--- src/rtl/serial_adder_pkg.sv ---
// Shared definitions for the bit-serial adder controller: FSM state
// encoding and the default operand width.
package serial_adder_pkg;

  localparam int DEF_WIDTH = 8;

  typedef enum logic [1:0] {
    ST_IDLE = 2'd0,
    ST_RUN  = 2'd1,
    ST_DONE = 2'd2
  } state_t;

endpackage

--- src/rtl/serial_adder_ctrl_fa_bit.sv ---
// Combinational 1-bit full-adder cell, time-shared across all bit positions.
module fa_bit (
  input  logic a,
  input  logic b,
  input  logic cin,
  output logic s,
  output logic co
);

  assign s  = a ^ b ^ cin;
  assign co = (a & b) | (cin & (a ^ b));

endmodule

--- src/rtl/serial_adder_ctrl.sv ---
// Bit-serial adder controller: adds two WIDTH-bit operands LSB-first through
// one full-adder cell, one bit per clock, with a start/busy/done handshake.
// Optional macro SERIAL_ADDER_SUB_EN adds a 'sub' input selecting a-b.
import serial_adder_pkg::*;

module serial_adder_ctrl #(
  parameter int WIDTH = DEF_WIDTH
) (
  input  logic             clk,
  input  logic             rst,
  input  logic             start,
  input  logic [WIDTH-1:0] a,
  input  logic [WIDTH-1:0] b,
  input  logic             cin,
`ifdef SERIAL_ADDER_SUB_EN
  input  logic             sub,
`endif
  output logic             busy,
  output logic             done,
  output logic [WIDTH-1:0] sum,
  output logic             cout
);

  localparam int CNT_W = $clog2(WIDTH + 1);

  state_t           state, state_nxt;
  logic [WIDTH-1:0] sha, shb, res;
  logic             carry;
  logic [CNT_W-1:0] cnt;
  logic             accept, last_bit;
  logic             fa_s, fa_co;
  logic [WIDTH-1:0] b_ld;
  logic             c_ld;

  // Subtraction is a + ~b + 1; cin is ignored while subtracting.
`ifdef SERIAL_ADDER_SUB_EN
  assign b_ld = sub ? ~b   : b;
  assign c_ld = sub ? 1'b1 : cin;
`else
  assign b_ld = b;
  assign c_ld = cin;
`endif

  fa_bit u_fa (
    .a   (sha[0]),
    .b   (shb[0]),
    .cin (carry),
    .s   (fa_s),
    .co  (fa_co)
  );

  // State register.
  always_ff @(posedge clk) begin
    if (rst) state <= ST_IDLE;
    else     state <= state_nxt;
  end

  // Next-state decode and handshake outputs; start only matters in IDLE.
  always_comb begin
    state_nxt = state;
    busy      = 1'b0;
    done      = 1'b0;
    accept    = 1'b0;
    last_bit  = 1'b0;
    case (state)
      ST_IDLE: begin
        if (start) begin
          accept    = 1'b1;
          state_nxt = ST_RUN;
        end
      end
      ST_RUN: begin
        busy = 1'b1;
        if (cnt == CNT_W'(WIDTH - 1)) begin
          last_bit  = 1'b1;
          state_nxt = ST_DONE;
        end
      end
      ST_DONE: begin
        done      = 1'b1;
        state_nxt = ST_IDLE;
      end
      default: state_nxt = ST_IDLE;
    endcase
  end

  // Operand shifters, carry, counter; result captured on the last bit so
  // sum/cout are already valid while done is high.
  always_ff @(posedge clk) begin
    if (rst) begin
      sha   <= '0;
      shb   <= '0;
      res   <= '0;
      carry <= 1'b0;
      cnt   <= '0;
      sum   <= '0;
      cout  <= 1'b0;
    end else if (accept) begin
      sha   <= a;
      shb   <= b_ld;
      res   <= '0;
      carry <= c_ld;
      cnt   <= '0;
    end else if (busy) begin
      sha   <= sha >> 1;
      shb   <= shb >> 1;
      res   <= {fa_s, res[WIDTH-1:1]};
      carry <= fa_co;
      cnt   <= cnt + CNT_W'(1);
      if (last_bit) begin
        sum  <= {fa_s, res[WIDTH-1:1]};
        cout <= fa_co;
      end
    end
  end

endmodule

--- config.mk ---
export PLATFORM = sky130hd
export DESIGN_NAME = serial_adder_ctrl
export DESIGN_NICKNAME = d
export VERILOG_FILES = /design/src/rtl/serial_adder_pkg.sv /design/src/rtl/serial_adder_ctrl_fa_bit.sv /design/src/rtl/serial_adder_ctrl.sv
export SDC_FILE = /design/constraint.sdc
export NUM_CORES = 1
export LEC_CHECK = 0
export BUFFER_PORTS_ARGS = -buffer_cell sky130_fd_sc_hd__buf_2
export CAP_MARGIN = 20
export CORE_MARGIN = 2
export CORE_UTILIZATION = 49
export CTS_BUF_LIST = sky130_fd_sc_hd__clkbuf_4 sky130_fd_sc_hd__clkbuf_8 sky130_fd_sc_hd__clkbuf_16
export DETAILED_ROUTE_END_ITERATION = 8
export PLACE_DENSITY = 0.72
export SLEW_MARGIN = 20
export SYNTH_ARGS = -nofsm -noshare
export SYNTH_HDL_FRONTEND = slang
export SYNTH_SLANG_ARGS = --single-unit
--- constraint.sdc ---
create_clock -name clk -period 1.2 [get_ports clk]
set_input_delay 0.24 -clock clk [delete_from_list [all_inputs] [get_ports clk]]
set_output_delay 0.24 -clock clk [all_outputs]
set_load 0.1 [all_outputs]
==> results of run 1 <==
[stage by stage]
step | area [um2] | power, uW | worst slack, ps
floorplan | 1830 | 1730 | -24.3
global placement | 2240 | 1820 | -58.2
detailed placement | 2240 | 1830 | -69.7
CTS | 2560 | 2700 | -224
global route | 2720 | 2890 | -298
finish | 2720 | 2760 | -258
[where the power goes]
group | internal, uW | total (uW) | switching, uW
clock network | 343 | 770 | 428
logic | 283 | 584 | 301
registers | 1360 | 1410 | 54.3
[synth_stat cells, types with 3 or more instances]
cell type	number	area [um2]
dfxtp_1	39	781
nand2_1	30	113
a21oi_1	25	125
nand2b_1	20	125
nor2_1	18	67.6
mux2i_1	9	90.1
a211oi_2	7	87.6
buf_6	6	67.6
a211oi_1	5	37.5
nor3_1	4	20.0
buf_2	3	15.0
nand3_1	3	15.0
or3b_2	3	26.3
[sequential cells by signal, indices dropped and copies added (netlist names)]
| register | count |
|---|---|
| carry | 1 |
| cout | 1 |
| state | 2 |
| shb | 8 |
| res | 7 |
| sum | 8 |
| sha | 8 |
| cnt | 4 |
[metal layers]
layer	up-vias	wire, um
li1	779	-
met1	749	1800
met2	41	2420
met3	9	162
met4	0	59
met5	-	0
[layout make-up]
type / instances / area (um2)
Multi-Input combinational cell: 143 / 1120
Sequential cell: 39 / 802
Fill cell: 197 / 692
Timing Repair Buffer: 65 / 664
Clock buffer: 7 / 65.1
Tap cell: 46 / 57.6
Inverter: 1 / 11.3
Clock inverter: 1 / 7.51
[timing repair]
action | in CTS | in global routing
setup buffers | 8 | 8
setup endpoints to repair | 33 | 41
gates cloned | 3 | 1
hold buffers | 0 | 0
pin swaps | 20 | 20
resized for setup | 32 | 34
[cell families after synthesis]
family | Yosys count
adders and majority gates | 2
and+or+nand+nor | 88
buffers and inverters | 15
xor gates and xnor gates | 2
AOI/OAI and AO/OA | 41
muxes | 9
DFF | 39
[worst max-delay path, delay by kind of cell (launching register included)]
family | cells | cell delay [ps]
buf+inv | 4 | 510
flops | 1 | 350
compound gates | 2 | 280
simple gates | 1 | 220
[final timing paths]
| kind | cells after the start | from | endpoint | slack (ps) |
|---|---|---|---|---|
| worst max-delay path | 7 | state[1] | shb[6] | -260 |
| worst min-delay path | 3 | b[7] | shb[7] | 140 |
| worst max register to register | 7 | state[1] | shb[6] | -260 |
| worst min register to register | 2 | res[1] | res[1] | 470 |
==> out/metrics.cfg, run 1 <==
[synth]
ys_seq_area_frac=0.437
syn_avg_cell_area_um2=9.12
yosys.area_share.simple=0.256
synthAdderAreaFrac=0.0182
synth_nets=218
netlist_area_um2=1790
synthCells=196
synth_compound_area_frac=0.158
synth.area.mux_share=0.0504
synth_edf_count=0
yosys.area_share.xor_xnor=0.00980
synth_cell_types=33
async_reset_ff_frac=0
ys.warnings.count=0
ys_ff_latch=39
ys.flop_type=dfxtp_1
synth_top_family_by_area=simple AND/OR/NAND/NOR gates

[timing]
fin_crit_sh=1.21
max_freq_mhz=686
maxSlewHeadroom=0.807
slew_viol_final=0
layout_setup_ws_ps=-258
fin_setup_tns_ps=-5650
skew_ps=11.3
whs_ps=142
rsz0062_at_grt=true
hold_viol_final=0
setup_viol=40
final.min_clock_period_ps=1460
worstMarginPinSlew_ps=286

[grt]
met1_usage=0.233
grt_max_degree=23
met3_usage=0.0687
grt_util_met2=0.370
grt_pass1_vias=1478
busiest_layer=met2
grt_use_total=0.207
antenna_found_initial=0
grt-ovfl-total=0
grt_pass1_wl_um=6700

[detailed_routing]
wl_per_cell_um=14.7
vias=1578
via_per_inst=5.23
antenna_left=0
drc=0
drtPass1Iterations=4
drt_iter0_drc=73
drt_wl_total_um=4440

[finish]
stdcell_count=302
final_util=0.797
most-common-layout-cells=30 x nand2_1, 24 x dfxtp_1, 21 x buf_4, 20 x buf_2, 19 x nand2b_1
final_common_cell=nand2_1
finalNetCount=277
drive_above_1_share=0.559
n_antenna_cell=0
synthToLayoutAreaGrowth_pct=52.5

[outcome]
violations=negative setup slack
status=complete, but fails checks

[pwr]
ir_worst_vdd_v=0.00100
p_leak_uw=0.000998
power_density_nw_per_um2=1010

[placed_design]
gp_congestion=0.747
dpl.hpwl_um=2300
dp_cells=276
port_buffers=30

[floorplanning]
ios=31
die_x_um=64.4
rows=21
coreArea_um2=3420
die_h_um=64.4
initial_core_util=0.523
die_area_um2=4150

[worst_setup_path]
cp_max_fo=8
critPathLaunchType=flop
critical_path_class=reg -> reg
crit_path_end_kind=flop
crit_slowest_cell=dfxtp_2
cp_common_cell=buf_6
worstPathArrival_ps=1710
worstPathRequired_ps=1450
cp_cell_sequence=buf_6 > buf_6 > nor3b_4 > buf_4 > buf_12 > a21oi_2 > a211oi_1
crit_path_max_incr_delay_ps=350

[cts]
clock_latency_ps=350
clkTransAtPathRegs_ps=110
cts_root_buffer=clkbuf_4
htreeDepth=2
numCtsBuffers=5
numClockSinks=39
cts_tree=yes
cts_buffer_depth=2

[min_path]
hp-class=in -> reg

[flow_run]
drv_cap=0

Power figures use the tool's default switching activity.
==> run 2, diff against run 1 <==
--- a/config.mk
+++ b/config.mk
@@ -5,13 +5,13 @@
 export SDC_FILE = /design/constraint.sdc
 export NUM_CORES = 1
 export LEC_CHECK = 0
-export BUFFER_PORTS_ARGS = -buffer_cell sky130_fd_sc_hd__buf_2
 export CAP_MARGIN = 20
 export CORE_MARGIN = 2
-export CORE_UTILIZATION = 49
+export CORE_UTILIZATION = 55
 export CTS_BUF_LIST = sky130_fd_sc_hd__clkbuf_4 sky130_fd_sc_hd__clkbuf_8 sky130_fd_sc_hd__clkbuf_16
 export DETAILED_ROUTE_END_ITERATION = 8
-export PLACE_DENSITY = 0.72
+export DONT_BUFFER_PORTS = 1
+export PLACE_DENSITY = 0.71
 export SLEW_MARGIN = 20
 export SYNTH_ARGS = -nofsm -noshare
 export SYNTH_HDL_FRONTEND = slang
==> run 2 against run 1 <==
The flow still finishes with violations (negative setup slack). Critical path depth decreased by 3. Total power fell by 2.3%. Die area down 10%. Critical path type is now reg -> out.
==> out/metrics.cfg, run 2 (synthesized netlist as in run 1, its figures left out) <==
[timing]
fin_setup_tns_ps=-7310  ; -1660 ps
skew_ps=9.47  ; -1.84 ps
setup_viol=40  ; unchanged
hold_viol_final=0  ; unchanged
rsz0062_at_grt=true
fin_crit_sh=1.24  ; +0.0251
worstMarginPinSlew_ps=973  ; +687 ps
slew_viol_final=0  ; unchanged
maxSlewHeadroom=0.351  ; -0.456
max_freq_mhz=672  ; -2.0%
final.min_clock_period_ps=1490  ; +30.2 ps
layout_setup_ws_ps=-288  ; -30.2 ps

[outcome]
status=complete, but fails checks
violations=negative setup slack

[pwr]
power_density_nw_per_um2=1020  ; +0.86%
p_sw_uw=764  ; -2.5%
pwr-share-comb=0.222  ; +0.011
p_sw_frac=0.283  ; -0.000396
p_leak_uw=0.000943  ; -5.5%
seq_power_share=0.518  ; +0.008
p_clk_frac=0.260  ; -0.019
p_int_uw=1940  ; -2.3%
ir_worst_vdd_v=0.000942  ; -6.2%

[finish]
drive_above_1_share=0.517  ; -0.0418
final_common_cell=nand2_1
final_util=0.857  ; +0.0595
synthToLayoutAreaGrowth_pct=47.6
finalNetCount=259  ; -6.5%
n_antenna_cell=0  ; unchanged
reg_top3=sha x8, shb x8, sum x8
most-common-layout-cells=30 x nand2_1, 24 x dfxtp_1, 19 x nand2b_1, 16 x buf_4

[cts]
numCtsBuffers=5  ; unchanged
cts_buffer_depth=2  ; unchanged
clock_latency_ps=340  ; about the same
cts_tree=yes
clkTransAtPathRegs_ps=120  ; about the same
cts_root_buffer=clkbuf_4
htreeDepth=2  ; unchanged
numClockSinks=39  ; unchanged

[floorplanning]
die_h_um=61.0  ; -5.3%
die_x_um=61.0  ; -5.3%
coreArea_um2=3080  ; -9.9%
initial_core_util=0.580  ; +0.0574
rows=20  ; -4.8%
die_area_um2=3720  ; -10%
ios=31  ; unchanged

[worst_setup_path]
worstPathRequired_ps=960  ; -490 ps
worstPathArrival_ps=1250  ; -460 ps
critPathLaunchType=flop
critical_path_class=reg -> out
crit_path_end_kind=output pin
cp_max_fo=3  ; -5

[detailed_routing]
drt_wl_total_um=5110  ; +15%
drtPass1Iterations=4  ; unchanged
antenna_left=0  ; unchanged
wl_per_cell_um=18.1  ; +23%
drt_iter0_drc=125  ; +71%
drc=0  ; unchanged
via_per_inst=5.64  ; +7.9%
vias=1590  ; +0.76%

[grt]
grt_max_degree=22  ; -4.3%
grt_use_total=0.268  ; +0.0611
grt_pass1_wl_um=7220  ; +7.7%
grt-ovfl-total=0  ; unchanged
grt_pass1_vias=1504  ; +1.8%
antenna_found_initial=0  ; unchanged

[flow_run]
drv_cap=0  ; unchanged

[placed_design]
port_buffers=0  ; -100%
gp_congestion=0.779  ; +4.3%
dpl.hpwl_um=2370  ; +2.9%

[min_path]
hp-class=in -> reg

## run 2: power groups by stage
| stage | Sequential [uW] | Clock, uW | Combinational (uW) |
|---|---|---|---|
| 5_1_grt | 1410 | 761 | 637 |
| 6_report | 1400 | 701 | 600 |
| 4_1_cts | 1400 | 709 | 497 |
| 2_1_floorplan | 1410 | 0 | 318 |
| 3_3_place_gp | 1420 | 0 | 347 |
| 3_5_place_dp | 1420 | 0 | 363 |
## run 2: worst paths after layout
check                              start      to  slack, ps  cells after the start
worst max-delay path            state[0]    done       -290                      4
worst min-delay path                a[7]  sha[7]         30                      2
worst max register to register  state[0]  shb[6]       -270                      5
worst min register to register    shb[2]  shb[1]        470                      2
## run 2: layout make-up
class / instances / area, um2
Fill cell: 152 / 440
Clock buffer: 7 / 52.6
Inverter: 1 / 11.3
Timing Repair Buffer: 47 / 641
Multi-Input combinational cell: 143 / 1070
Clock inverter: 1 / 5.00
Sequential cell: 39 / 805
Tap cell: 44 / 55.1
## run 2: timing repair
action / 4_1_cts / 5_1_grt
pin swaps: 7 / 10
hold endpoints to repair: 19 / 0
gates resized for setup: 39 / 26
setup endpoints to repair: 37 / 41
cloned: 4 / 0
buffers inserted: 8 / 8
hold buffers: 1 / 0
## run 2: routing by layer
layer / track usage / wire length [um]
met1: 0.334 / 2050
met2: 0.464 / 2670
met3: 0.0554 / 267
met4: 0.0839 / 125
met5: 0 / 0
## run 2: stage by stage
stage	instances	power, uW	setup WS (ps)	cell area, um2	hold WS [ps]
5_1_grt	282	2800	-324	2640	23.8
3_5_place_dp	253	1780	-84.4	2130	311
3_3_place_gp	253	1760	-30.5	2130	310
4_1_cts	274	2600	-291	2480	13.1
2_1_floorplan	196	1730	-24.3	1830	376
6_report	282	2700	-288	2640	25.4
## run 2: worst max-delay path: stages, from the launching register on
cell and delay, ps:
dfxtp_4 380, buf_6 120, buf_6 110, nor2b_4 110, buf_12 180
